`src/rtl/segdac_ctrl_pkg.sv`:
```
// Purpose: shared register-map constants, register-set struct and helpers for segdac_ctrl.
// Latency: n/a (declarations only).
// Backpressure: n/a.
package segdac_ctrl_pkg;

    // Default serial frame length: [15:12] addr, [11:8] reserved, [7:0] data.
    localparam int FRAME_BITS_DEF = 16;

    // Register addresses carried in the top nibble of a frame.
    localparam logic [3:0] ADDR_RVB  = 4'h0;
    localparam logic [3:0] ADDR_GVB  = 4'h1;
    localparam logic [3:0] ADDR_BVB  = 4'h2;
    localparam logic [3:0] ADDR_CHEN = 4'h3;
    localparam logic [3:0] ADDR_ALL  = 4'h4;
    localparam logic [3:0] ADDR_CTRL = 4'hF;

    // Bit positions inside the ctrl register data byte.
    localparam int CTRL_CLR_ERR_BIT = 0;
    localparam int CTRL_COMMIT_BIT  = 1;

    // One full register set; the same layout is used for shadow and active copies.
    typedef struct packed {
        logic [2:0] chan_en;  // bit0 R, bit1 G, bit2 B
        logic [2:0] bvb;
        logic [2:0] gvb;
        logic [2:0] rvb;
    } regs_t;

    // Move a Vbias code one LSB toward its target (used by the ramped commit).
    function automatic logic [2:0] step_toward(input logic [2:0] cur, input logic [2:0] tgt);
        logic [2:0] nxt;
        nxt = cur;
        if (cur < tgt) begin
            nxt = cur + 3'd1;
        end else if (cur > tgt) begin
            nxt = cur - 3'd1;
        end
        return nxt;
    endfunction

endpackage

```
`src/rtl/segdac_ctrl_cfg_serial_rx.sv`:
```
// Purpose: 3-wire serial config receiver: synchronisers, edge detect, shift register, bit counter.
// Latency: frame_valid_o/frame_bad_o pulse SYNC_STAGES+1 clk edges after cfg_csn rises at the pin.
// Backpressure: none; one result pulse per csn rise, consumer must take it that cycle.
module cfg_serial_rx #(
    parameter int FRAME_BITS  = 16,
    parameter int SYNC_STAGES = 2
) (
    input  logic                  clk,
    input  logic                  rst,
    input  logic                  cfg_sclk_i,
    input  logic                  cfg_mosi_i,
    input  logic                  cfg_csn_i,
    output logic                  frame_valid_o,
    output logic                  frame_bad_o,
    output logic [FRAME_BITS-1:0] frame_word_o
);

    // Counter saturates one past a full frame so any excess bit reads as malformed.
    localparam int                CNT_W    = $clog2(FRAME_BITS + 2);
    localparam logic [CNT_W-1:0]  CNT_FULL = CNT_W'(FRAME_BITS);
    localparam logic [CNT_W-1:0]  CNT_SAT  = CNT_W'(FRAME_BITS + 1);

    logic [SYNC_STAGES-1:0] sclk_sync_q;
    logic [SYNC_STAGES-1:0] mosi_sync_q;
    logic [SYNC_STAGES-1:0] csn_sync_q;
    logic                   sclk_prev_q;
    logic                   csn_prev_q;
    logic [FRAME_BITS-1:0]  shift_q, shift_d;
    logic [CNT_W-1:0]       cnt_q, cnt_d;

    logic sclk_s, mosi_s, csn_s;
    logic sclk_rise, csn_fall, csn_rise;

    // Synchronise the asynchronous pins; reset to the idle bus state (csn high, sclk low).
    always_ff @(posedge clk) begin
        if (rst) begin
            sclk_sync_q <= '0;
            mosi_sync_q <= '0;
            csn_sync_q  <= '1;
        end else begin
            sclk_sync_q <= {sclk_sync_q[SYNC_STAGES-2:0], cfg_sclk_i};
            mosi_sync_q <= {mosi_sync_q[SYNC_STAGES-2:0], cfg_mosi_i};
            csn_sync_q  <= {csn_sync_q[SYNC_STAGES-2:0], cfg_csn_i};
        end
    end

    assign sclk_s = sclk_sync_q[SYNC_STAGES-1];
    assign mosi_s = mosi_sync_q[SYNC_STAGES-1];
    assign csn_s  = csn_sync_q[SYNC_STAGES-1];

    // Previous synchronised levels for edge detection.
    always_ff @(posedge clk) begin
        if (rst) begin
            sclk_prev_q <= 1'b0;
            csn_prev_q  <= 1'b1;
        end else begin
            sclk_prev_q <= sclk_s;
            csn_prev_q  <= csn_s;
        end
    end

    assign sclk_rise = sclk_s & ~sclk_prev_q;
    assign csn_fall  = ~csn_s & csn_prev_q;
    assign csn_rise  = csn_s & ~csn_prev_q;

    // Frame start clears the collector; each sclk rise inside a frame shifts one bit in MSB-first.
    always_comb begin
        shift_d = shift_q;
        cnt_d   = cnt_q;
        if (csn_fall) begin
            shift_d = '0;
            cnt_d   = '0;
        end else if (!csn_s && sclk_rise) begin
            shift_d = {shift_q[FRAME_BITS-2:0], mosi_s};
            if (cnt_q != CNT_SAT) begin
                cnt_d = cnt_q + 1'b1;
            end
        end
    end

    // Shift register and bit counter; reset drops any partial frame.
    always_ff @(posedge clk) begin
        if (rst) begin
            shift_q <= '0;
            cnt_q   <= '0;
        end else begin
            shift_q <= shift_d;
            cnt_q   <= cnt_d;
        end
    end

    // Frame end: exactly FRAME_BITS bits is a good frame, anything else is malformed.
    assign frame_valid_o = csn_rise && (cnt_q == CNT_FULL);
    assign frame_bad_o   = csn_rise && (cnt_q != CNT_FULL);
    assign frame_word_o  = shift_q;

endmodule

```
`src/rtl/segdac_ctrl.sv`:
```
// Purpose: SEGDAC config shadow/active registers, vblank-synchronous commit and RGB channel gating.
// Latency: rgb_out 1 cycle; active regs update the cycle after frame_tick; writes land SYNC_STAGES+1 after csn rise.
// Backpressure: none. Optional macro SEGDAC_CTRL_RAMP_EN: commit steps Vbias codes by 1 per frame_tick.
module segdac_ctrl
    import segdac_ctrl_pkg::*;
#(
    parameter int         FRAME_BITS  = FRAME_BITS_DEF,
    parameter int         SYNC_STAGES = 2,
    parameter logic [2:0] VB_RESET    = 3'd4
) (
    input  logic        clk,
    input  logic        rst,
    input  logic        cfg_sclk,
    input  logic        cfg_mosi,
    input  logic        cfg_csn,
    input  logic        frame_tick,
    input  logic        blank,
    input  logic [23:0] rgb_in,
    output logic [23:0] rgb_out,
    output logic [2:0]  Rvb,
    output logic [2:0]  Gvb,
    output logic [2:0]  Bvb,
    output logic        cfg_pending,
    output logic        cfg_err
);

    localparam regs_t REGS_RST = '{chan_en: 3'b111, bvb: VB_RESET, gvb: VB_RESET, rvb: VB_RESET};

    logic                  frame_valid;
    logic                  frame_bad;
    logic [FRAME_BITS-1:0] frame_word;
    logic [3:0]            wr_addr;
    logic [7:0]            wr_data;
    logic                  unused_word;

    regs_t       shadow_q, shadow_d;
    regs_t       active_q, active_d;
    logic        pending_q, pending_d;
    logic        err_q, err_d;
    logic [23:0] rgb_q, rgb_d;

    cfg_serial_rx #(
        .FRAME_BITS  (FRAME_BITS),
        .SYNC_STAGES (SYNC_STAGES)
    ) u_rx (
        .clk           (clk),
        .rst           (rst),
        .cfg_sclk_i    (cfg_sclk),
        .cfg_mosi_i    (cfg_mosi),
        .cfg_csn_i     (cfg_csn),
        .frame_valid_o (frame_valid),
        .frame_bad_o   (frame_bad),
        .frame_word_o  (frame_word)
    );

    // Reserved nibble and upper data bits carry no meaning here.
    assign wr_addr     = frame_word[FRAME_BITS-1 -: 4];
    assign wr_data     = frame_word[7:0];
    assign unused_word = ^frame_word;

    // Commit on vblank first, then apply any accepted write, so a coincident write stays pending.
    always_comb begin
        shadow_d  = shadow_q;
        active_d  = active_q;
        pending_d = pending_q;
        err_d     = err_q;

        if (frame_tick && pending_q) begin
`ifdef SEGDAC_CTRL_RAMP_EN
            active_d.rvb     = step_toward(active_q.rvb, shadow_q.rvb);
            active_d.gvb     = step_toward(active_q.gvb, shadow_q.gvb);
            active_d.bvb     = step_toward(active_q.bvb, shadow_q.bvb);
            active_d.chan_en = shadow_q.chan_en;
            pending_d        = (active_d != shadow_q);
`else
            active_d  = shadow_q;
            pending_d = 1'b0;
`endif
        end

        if (frame_bad) begin
            err_d = 1'b1;
        end else if (frame_valid) begin
            case (wr_addr)
                ADDR_RVB: begin
                    shadow_d.rvb = wr_data[2:0];
                    pending_d    = 1'b1;
                end
                ADDR_GVB: begin
                    shadow_d.gvb = wr_data[2:0];
                    pending_d    = 1'b1;
                end
                ADDR_BVB: begin
                    shadow_d.bvb = wr_data[2:0];
                    pending_d    = 1'b1;
                end
                ADDR_CHEN: begin
                    shadow_d.chan_en = wr_data[2:0];
                    pending_d        = 1'b1;
                end
                ADDR_ALL: begin
                    shadow_d.rvb = wr_data[2:0];
                    shadow_d.gvb = wr_data[2:0];
                    shadow_d.bvb = wr_data[2:0];
                    pending_d    = 1'b1;
                end
                ADDR_CTRL: begin
                    if (wr_data[CTRL_CLR_ERR_BIT]) begin
                        err_d = 1'b0;
                    end
                    // Immediate commit always jumps straight to the shadow values.
                    if (wr_data[CTRL_COMMIT_BIT]) begin
                        active_d  = shadow_q;
                        pending_d = 1'b0;
                    end
                end
                default: begin
                end
            endcase
        end
    end

    // Shadow, active, pending and error state.
    always_ff @(posedge clk) begin
        if (rst) begin
            shadow_q  <= REGS_RST;
            active_q  <= REGS_RST;
            pending_q <= 1'b0;
            err_q     <= 1'b0;
        end else begin
            shadow_q  <= shadow_d;
            active_q  <= active_d;
            pending_q <= pending_d;
            err_q     <= err_d;
        end
    end

    // Per-byte gating by blank and the currently active channel enables.
    always_comb begin
        rgb_d = '0;
        for (int i = 0; i < 3; i++) begin
            if (!blank && active_q.chan_en[i]) begin
                rgb_d[8*i +: 8] = rgb_in[8*i +: 8];
            end
        end
    end

    // Registered colour output stage.
    always_ff @(posedge clk) begin
        if (rst) begin
            rgb_q <= '0;
        end else begin
            rgb_q <= rgb_d;
        end
    end

    assign rgb_out     = rgb_q;
    assign Rvb         = active_q.rvb;
    assign Gvb         = active_q.gvb;
    assign Bvb         = active_q.bvb;
    assign cfg_pending = pending_q;
    assign cfg_err     = err_q;

endmodule
```
`config.mk`:
```
export PLATFORM = sky130hd
export DESIGN_NAME = segdac_ctrl
export DESIGN_NICKNAME = d
export VERILOG_FILES = /design/src/rtl/segdac_ctrl_pkg.sv /design/src/rtl/segdac_ctrl_cfg_serial_rx.sv /design/src/rtl/segdac_ctrl.sv
export SDC_FILE = /design/constraint.sdc
export NUM_CORES = 1
export LEC_CHECK = 0
export CAP_MARGIN = 30
export CELL_PAD_IN_SITES_DETAIL_PLACEMENT = 0
export CELL_PAD_IN_SITES_GLOBAL_PLACEMENT = 1
export CORE_ASPECT_RATIO = 0.6
export CORE_UTILIZATION = 37
export CTS_CLUSTER_DIAMETER = 120
export DETAILED_ROUTE_END_ITERATION = 7
export PLACE_DENSITY = 0.88
export SYNTH_ARGS = -nofsm -noshare
export SYNTH_HDL_FRONTEND = slang
export SYNTH_SLANG_ARGS = --single-unit
export TNS_END_PERCENT = 30
```
`constraint.sdc`:
```
create_clock -name clk -period 2.15 [get_ports clk]
set_input_delay 0.645 -clock clk [delete_from_list [all_inputs] [get_ports clk]]
set_output_delay 0.645 -clock clk [all_outputs]
set_load 0.05 [all_outputs]
```
==> results of run 1 <==
[metal layers]
metal / vias to the layer above / GRT usage / wire (um)
li1: 1089 / - / -
met1: 941 / 0.2078 / 2954
met2: 52 / 0.2115 / 2401
met3: 8 / 0.08042 / 331
met4: 0 / 0.05195 / 78
met5: - / 0 / 0
[path summary, 6_finish.rpt]
check                           slack [ns]                          start                       endpoint  cells after the start
worst max-delay path                  0.05              Bvb[1]$_SDFF_PP0_                         Bvb[1]                      1
worst min-delay path                  0.41  u_rx.csn_sync_q[0]$_SDFF_PP1_  u_rx.csn_sync_q[1]$_SDFF_PP1_                      1
worst max register to register        0.15     u_rx.cnt_q[1]$_SDFFE_PP0P_       shadow_q[5]$_SDFFE_PP1P_                      7
worst min register to register        0.41  u_rx.csn_sync_q[0]$_SDFF_PP1_  u_rx.csn_sync_q[1]$_SDFF_PP1_                      1
[power groups by stage]
stage          logic [mW]  registers (mW)  clock network [mW]
2_1_floorplan      0.0448            1.60                   0
3_3_place_gp        0.214            1.53                   0
3_5_place_dp        0.219            1.53                   0
4_1_cts             0.219            1.50                1.67
5_1_grt             0.230            1.50                1.73
6_report            0.218            1.50                1.63
[kinds of logic (layout without fill, tap and decap cells)]
group	count (synthesis)	in the layout
compound gates	30	30
buf+inv	30	103
xor+xnor	6	6
mux	18	18
simple gates	122	122
flops	79	79
fa+ha+maj	3	3
[flip-flops by register name, indices dropped and copies added (netlist names)]
register	cells
rgb_out	24
u_rx.frame_word_o	16
shadow_q	12
u_rx.cnt_q	5
Bvb	3
Gvb	3
Rvb	3
active_q	3
u_rx.csn_sync_q	2
u_rx.mosi_sync_q	2
u_rx.sclk_sync_q	2
cfg_err	1
cfg_pending	1
u_rx.csn_prev_q	1
u_rx.sclk_prev_q	1
[cell type report]
class,count,share of cell area
clock inverter,3,0.01656
inverter,6,0.005731
sequential,79,0.4024
multi-input combinational,179,0.2779
clock buffer,13,0.06622
tap,104,0.03311
timing repair buffer,81,0.1980
[what timing repair did]
item | 4_1_cts | 5_1_grt
endpoints found under the setup margin | 1 | 4
gates resized for setup | 1 | 4
cloned | 0 | 0
hold endpoints to repair | 0 | 0
pin swaps | 0 | 0
[Yosys cell counts, types with 6 or more instances]
cell,number
nand2b_1,7
mux2i_1,18
dfxtp_1,79
nor3_1,8
nand2_1,36
nor2_1,25
buf_4,9
and3_1,24
clkbuf_1,9
nor2b_1,6
inv_1,6
a21oi_1,24
[per-stage QoR]
stage               setup TNS (ns)  hold slack (ns)    util  std cells
floorplan                        0           0.3895       -        288
global placement            -1.805           0.3987  0.4872        447
detailed placement               0           0.3928  0.4908        449
CTS                              0           0.4063  0.5350        465
global route                     0           0.4221  0.5364        465
finish                           0           0.4080  0.5364        465
[cell usage in the layout (no fill, tap or decap), types with 2 or more instances in the layout]
cell type and count:
bufinv_16 2, clkbuf_8 2, clkdlybuf4s50_1 55, dlymetal6s2s_1 4, or2_2 4, xnor2_1 4, nand2_1 36, or3_1 2
xor2_1 2, clkbuf_1 2, nand2b_1 7, dfxtp_1 79, buf_4 19, and3_1 24, inv_1 6, nor2b_1 6
nor3_1 8, a21oi_1 24, nor4_1 2, clkbuf_16 9, nand4_1 3, mux2i_1 18, ha_1 3, nor2_1 25
==> flow_summary.ini, run 1 <==
[logic_synthesis]
yosys_warnings = 0
ys.flop_type = dfxtp_1
yosysTopAreaCellShare = 0.5581
synth_mux_area_frac = 0.06358
synth_area_sq_mm = 0.002834
synth_top_family_by_area = simple AND/OR/NAND/NOR gates
synth_cells = 288
synth.distinct_cells = 32
synth_edf_count = 0
yosys-top-cells-area = dfxtp_1, mux2i_1, and3_1, nand2_1, a21oi_1
avgSynthCellArea_sq_um = 9.840
synth_seq_area_share = 0.5581
syn-num-nets = 322
yosys.area_share.simple = 0.2243
synthXorXnorAreaFrac = 0.01854
ys_ff_latch = 79
synth_top_cell_by_area = dfxtp_1
synth-compound-area-share = 0.06578
synthAdderAreaFrac = 0.01325
async_flop_share = 0

[critical_path]
crit_path_max_incr_delay_ns = 0.80
start_kind = flip-flop
crit_slowest_cell = clkdlybuf4s50_1
end_kind = output port
cp.required_ns = 1.50
path_cells = clkdlybuf4s50_1
crit_family = buffers and inverters
crit_type = flip-flop to output port
path_max_fanout = 2
worst_ep_arrival_time_ns = 1.46
worst-path-buf-inv = 1

[clocking]
cts_root_buf = clkbuf_16
tritoncts = done
numCtsBuffers = 9
clk_latency_ns = 0.34
ctsLongestPathBuffers = 2
cts.sink_count = 79
htree_levels = 3
hold_buffers = 0
post_cts_buffers = 0
clk_pin_slew_ns = 0.05

[place]
pre_cts_slack_ns = 0.08932
gp_congestion = 0.7057
portBuffers = 65
place_hpwl_um = 4031
postPlaceCellArea_sq_mm = 0.003596

[power]
leakagePower_nw = 1.597
ir_drop_uv = 427.9
combPwrFrac = 0.065
sw_frac_of_total = 0.2017
seq_power_share = 0.448
power_frac_clock = 0.487
power.net_switching_uw = 674.5
cellPowerDensity_mw_per_mm2 = 850.8
p_int_mw = 2.669
power_mw = 3.344

[grt]
gr-usage-all-layers = 0.1551
grt_pass1_vias = 1899
grt_start_max_net_pins = 42
grt-ovfl-total = 0
antenna_found_initial = 0
grt_pass1_wl_um = 9239

[die]
core_sq_mm = 0.007327
ios = 66
rows = 24
die_area_sq_mm = 0.008025
die_x_um = 115.0
die_h_um = 69.79
initial_core_util = 0.3868

[route]
first_iter_violations = 119
wl_per_cell_um = 12.40
detail_route.wirelength_um = 5766
vias = 2090
ant_nets = 0
drcViolationCount = 0
vias_per_cell = 4.495
dr.pass1.iters = 4

[cells_and_area]
areaGrowthSynthToFinish_pct = 38.68
multiInputGateArea_sq_mm = 0.001092
regArea_sq_mm = 0.001582
diodes = 0
final_area_sq_mm = 0.003930
layout-drive-gt1-share = 0.1247
nets = 390
nFillCells = 686

[timing]
rsz0062_at_grt = no
period_minus_slack_ns = 2.105
tightest_slew_ns = 0.5187
skew_ns = 0.005211
setup_viol = 0
relSlewSlack = 0.6531
max_freq_mhz = 475.2
layout_setup_ws_ns = 0.04547
finalHoldViolCount = 0
slew_violations = 0
finalCritPeriodShare = 0.9789

[outcome]
status = finished, final reports clean

[flow_run]
drv_cap = 0

[hold_path]
hold_path_class = flip-flop to flip-flop
No activity file was read; power rests on OpenSTA's default activity.
==> run 2, diff against run 1 <==
- CORE_ASPECT_RATIO: 0.6 -> 1.2
==> run 2 against run 1 <==
  * Die area shrank 0.13%
  * Critical path depth unchanged
  * Core utilization decreased by 1.7 points
==> flow_summary.ini, run 2 (synthesized netlist as in run 1, its figures left out) <==
[grt]
grt_pass1_wl_um = 8783
grt-ovfl-total = 0
grt_pass1_vias = 1944
grt_start_max_net_pins = 42
gr-usage-all-layers = 0.1430
antenna_found_initial = 0

[clocking]
tritoncts = done
ctsLongestPathBuffers = 2
numCtsBuffers = 9
cts_root_buf = clkbuf_8
hold_buffers = 0
clk_pin_slew_ns = 0.08
post_cts_buffers = 0
htree_levels = 3
cts.sink_count = 79
clk_latency_ns = 0.35

[cells_and_area]
final_common_cell = dfxtp_1
largest_register_ffs = 24
stdcell_count = 450
nets = 389
layout-drive-gt1-share = 0.1333
areaGrowthSynthToFinish_pct = 34.22
diodes = 0
final_cell_mix = dfxtp_1, clkdlybuf4s50_1, nand2_1, nor2_1
final_area_sq_mm = 0.003804

[route]
dr.pass1.iters = 4
wl_per_cell_um = 12.17
drcViolationCount = 0
ant_nets = 0
vias = 2124
first_iter_violations = 43
vias_per_cell = 4.720
detail_route.wirelength_um = 5475

[critical_path]
start_kind = flip-flop
crit_family = buffers and inverters
r2r_start = u_rx.cnt_q[1]$_SDFFE_PP0P_
end_kind = output port
crit_slowest_cell = clkdlybuf4s50_1
path_max_fanout = 1
cp_num_cells = 1
worst-path-buf-inv = 1
r2r_end = shadow_q[5]$_SDFFE_PP1P_
ff2ff_path_depth = 7
path_cells = clkdlybuf4s50_1
worst_ep_arrival_time_ns = 1.46
crit_path_max_incr_delay_ns = 0.80
reg2reg_setup_slack_ns = 0.15
cp.required_ns = 1.50
crit_type = flip-flop to output port

[power]
leakagePower_nw = 1.772
ir_drop_uv = 332.7
cellPowerDensity_mw_per_mm2 = 757.5

[timing]
skew_ns = 0.006058
finalCritPeriodShare = 0.9786
max_freq_mhz = 475.3
rsz0062_at_grt = no
period_minus_slack_ns = 2.104
tightest_slew_ns = 0.5726
finalHoldViolCount = 0
slew_violations = 0
setup_viol = 0
relSlewSlack = 0.6170
layout_setup_ws_ns = 0.04596

[place]
gp_congestion = 0.8035
postPlaceCellArea_sq_mm = 0.003556
portBuffers = 65
pre_cts_slack_ns = 0.1332
place_hpwl_um = 3936
dp.cells = 434

[flow_run]
drv_cap = 0

[outcome]
status = finished, final reports clean

[die]
die_area_sq_mm = 0.008015
ios = 66
core_sq_mm = 0.007317
rows = 34
die_h_um = 97.87
initial_core_util = 0.3873
die_x_um = 81.89

[hold_path]
hold_depth = 1
hold_path_class = flip-flop to flip-flop
min_to = u_rx.csn_sync_q[1]$_SDFF_PP1_
min-delay-start = u_rx.csn_sync_q[0]$_SDFF_PP1_
==> run 2: metrics by stage <==
step | TNS (ns) | util | hold WS [ns] | power (mW)
final | 0 | 0.5198 | 0.4132 | 2.881
after floorplan | 0 | - | 0.3895 | 1.641
after global placement | -1.204 | 0.4834 | 0.3989 | 1.743
after global routing | 0 | 0.5198 | 0.4454 | 2.996
after CTS | 0 | 0.5144 | 0.4146 | 2.927
after detailed placement | 0 | 0.4860 | 0.3963 | 1.747
==> run 2: worst max-delay path by stage <==
| stage | from | endpoint | slack (ns) |
|---|---|---|---|
| floorplan | u_rx.cnt_q[0]$_SDFFE_PP0P_ | shadow_q[5]$_SDFFE_PP1P_ | 0.36 |
| CTS | rgb_out[3]$_SDFF_PP0_ | rgb_out[3] | 0.005 |
| finish | rgb_out[21]$_SDFF_PP0_ | rgb_out[21] | 0.05 |
| detailed placement | rst | u_rx.cnt_q[1]$_SDFFE_PP0P_ | 0.13 |
| global route | rgb_out[0]$_SDFF_PP0_ | rgb_out[0] | 0.001 |
| global placement | rst | rgb_out[22]$_SDFF_PP0_ | -0.04 |
==> run 2: area by class of cell <==
cell class	instances	area (sq um)
inverters	6	22.52
well taps	90	112.6
flip-flops and latches	79	1582
clock buffers	10	127.6
fillers	646	3513
repair buffers	80	782.0
clock inverters	6	85.08
multi-input cells	179	1092
==> run 2: where the power goes <==
group          leakage [nW]  internal [mW]  switching (mW)
Sequential            0.642           1.49         0.00765
Combinational          1.03         0.0994           0.116
Clock                 0.102          0.650           0.522
==> run 2: routing by layer <==
metal / global-route usage / vias up / wire length [um]
met2: 0.2250 / 68 / 2535
met3: 0.05140 / 10 / 440
met4: 0.06073 / 0 / 98
met1: 0.1729 / 956 / 2400
li1: - / 1090 / -
met5: 0 / - / 0
==> run 2: repair_timing <==
item                                    in CTS  in global routing
resized for setup                            4                 16
endpoints found under the setup margin       4                 16
pin swaps                                    0                  0
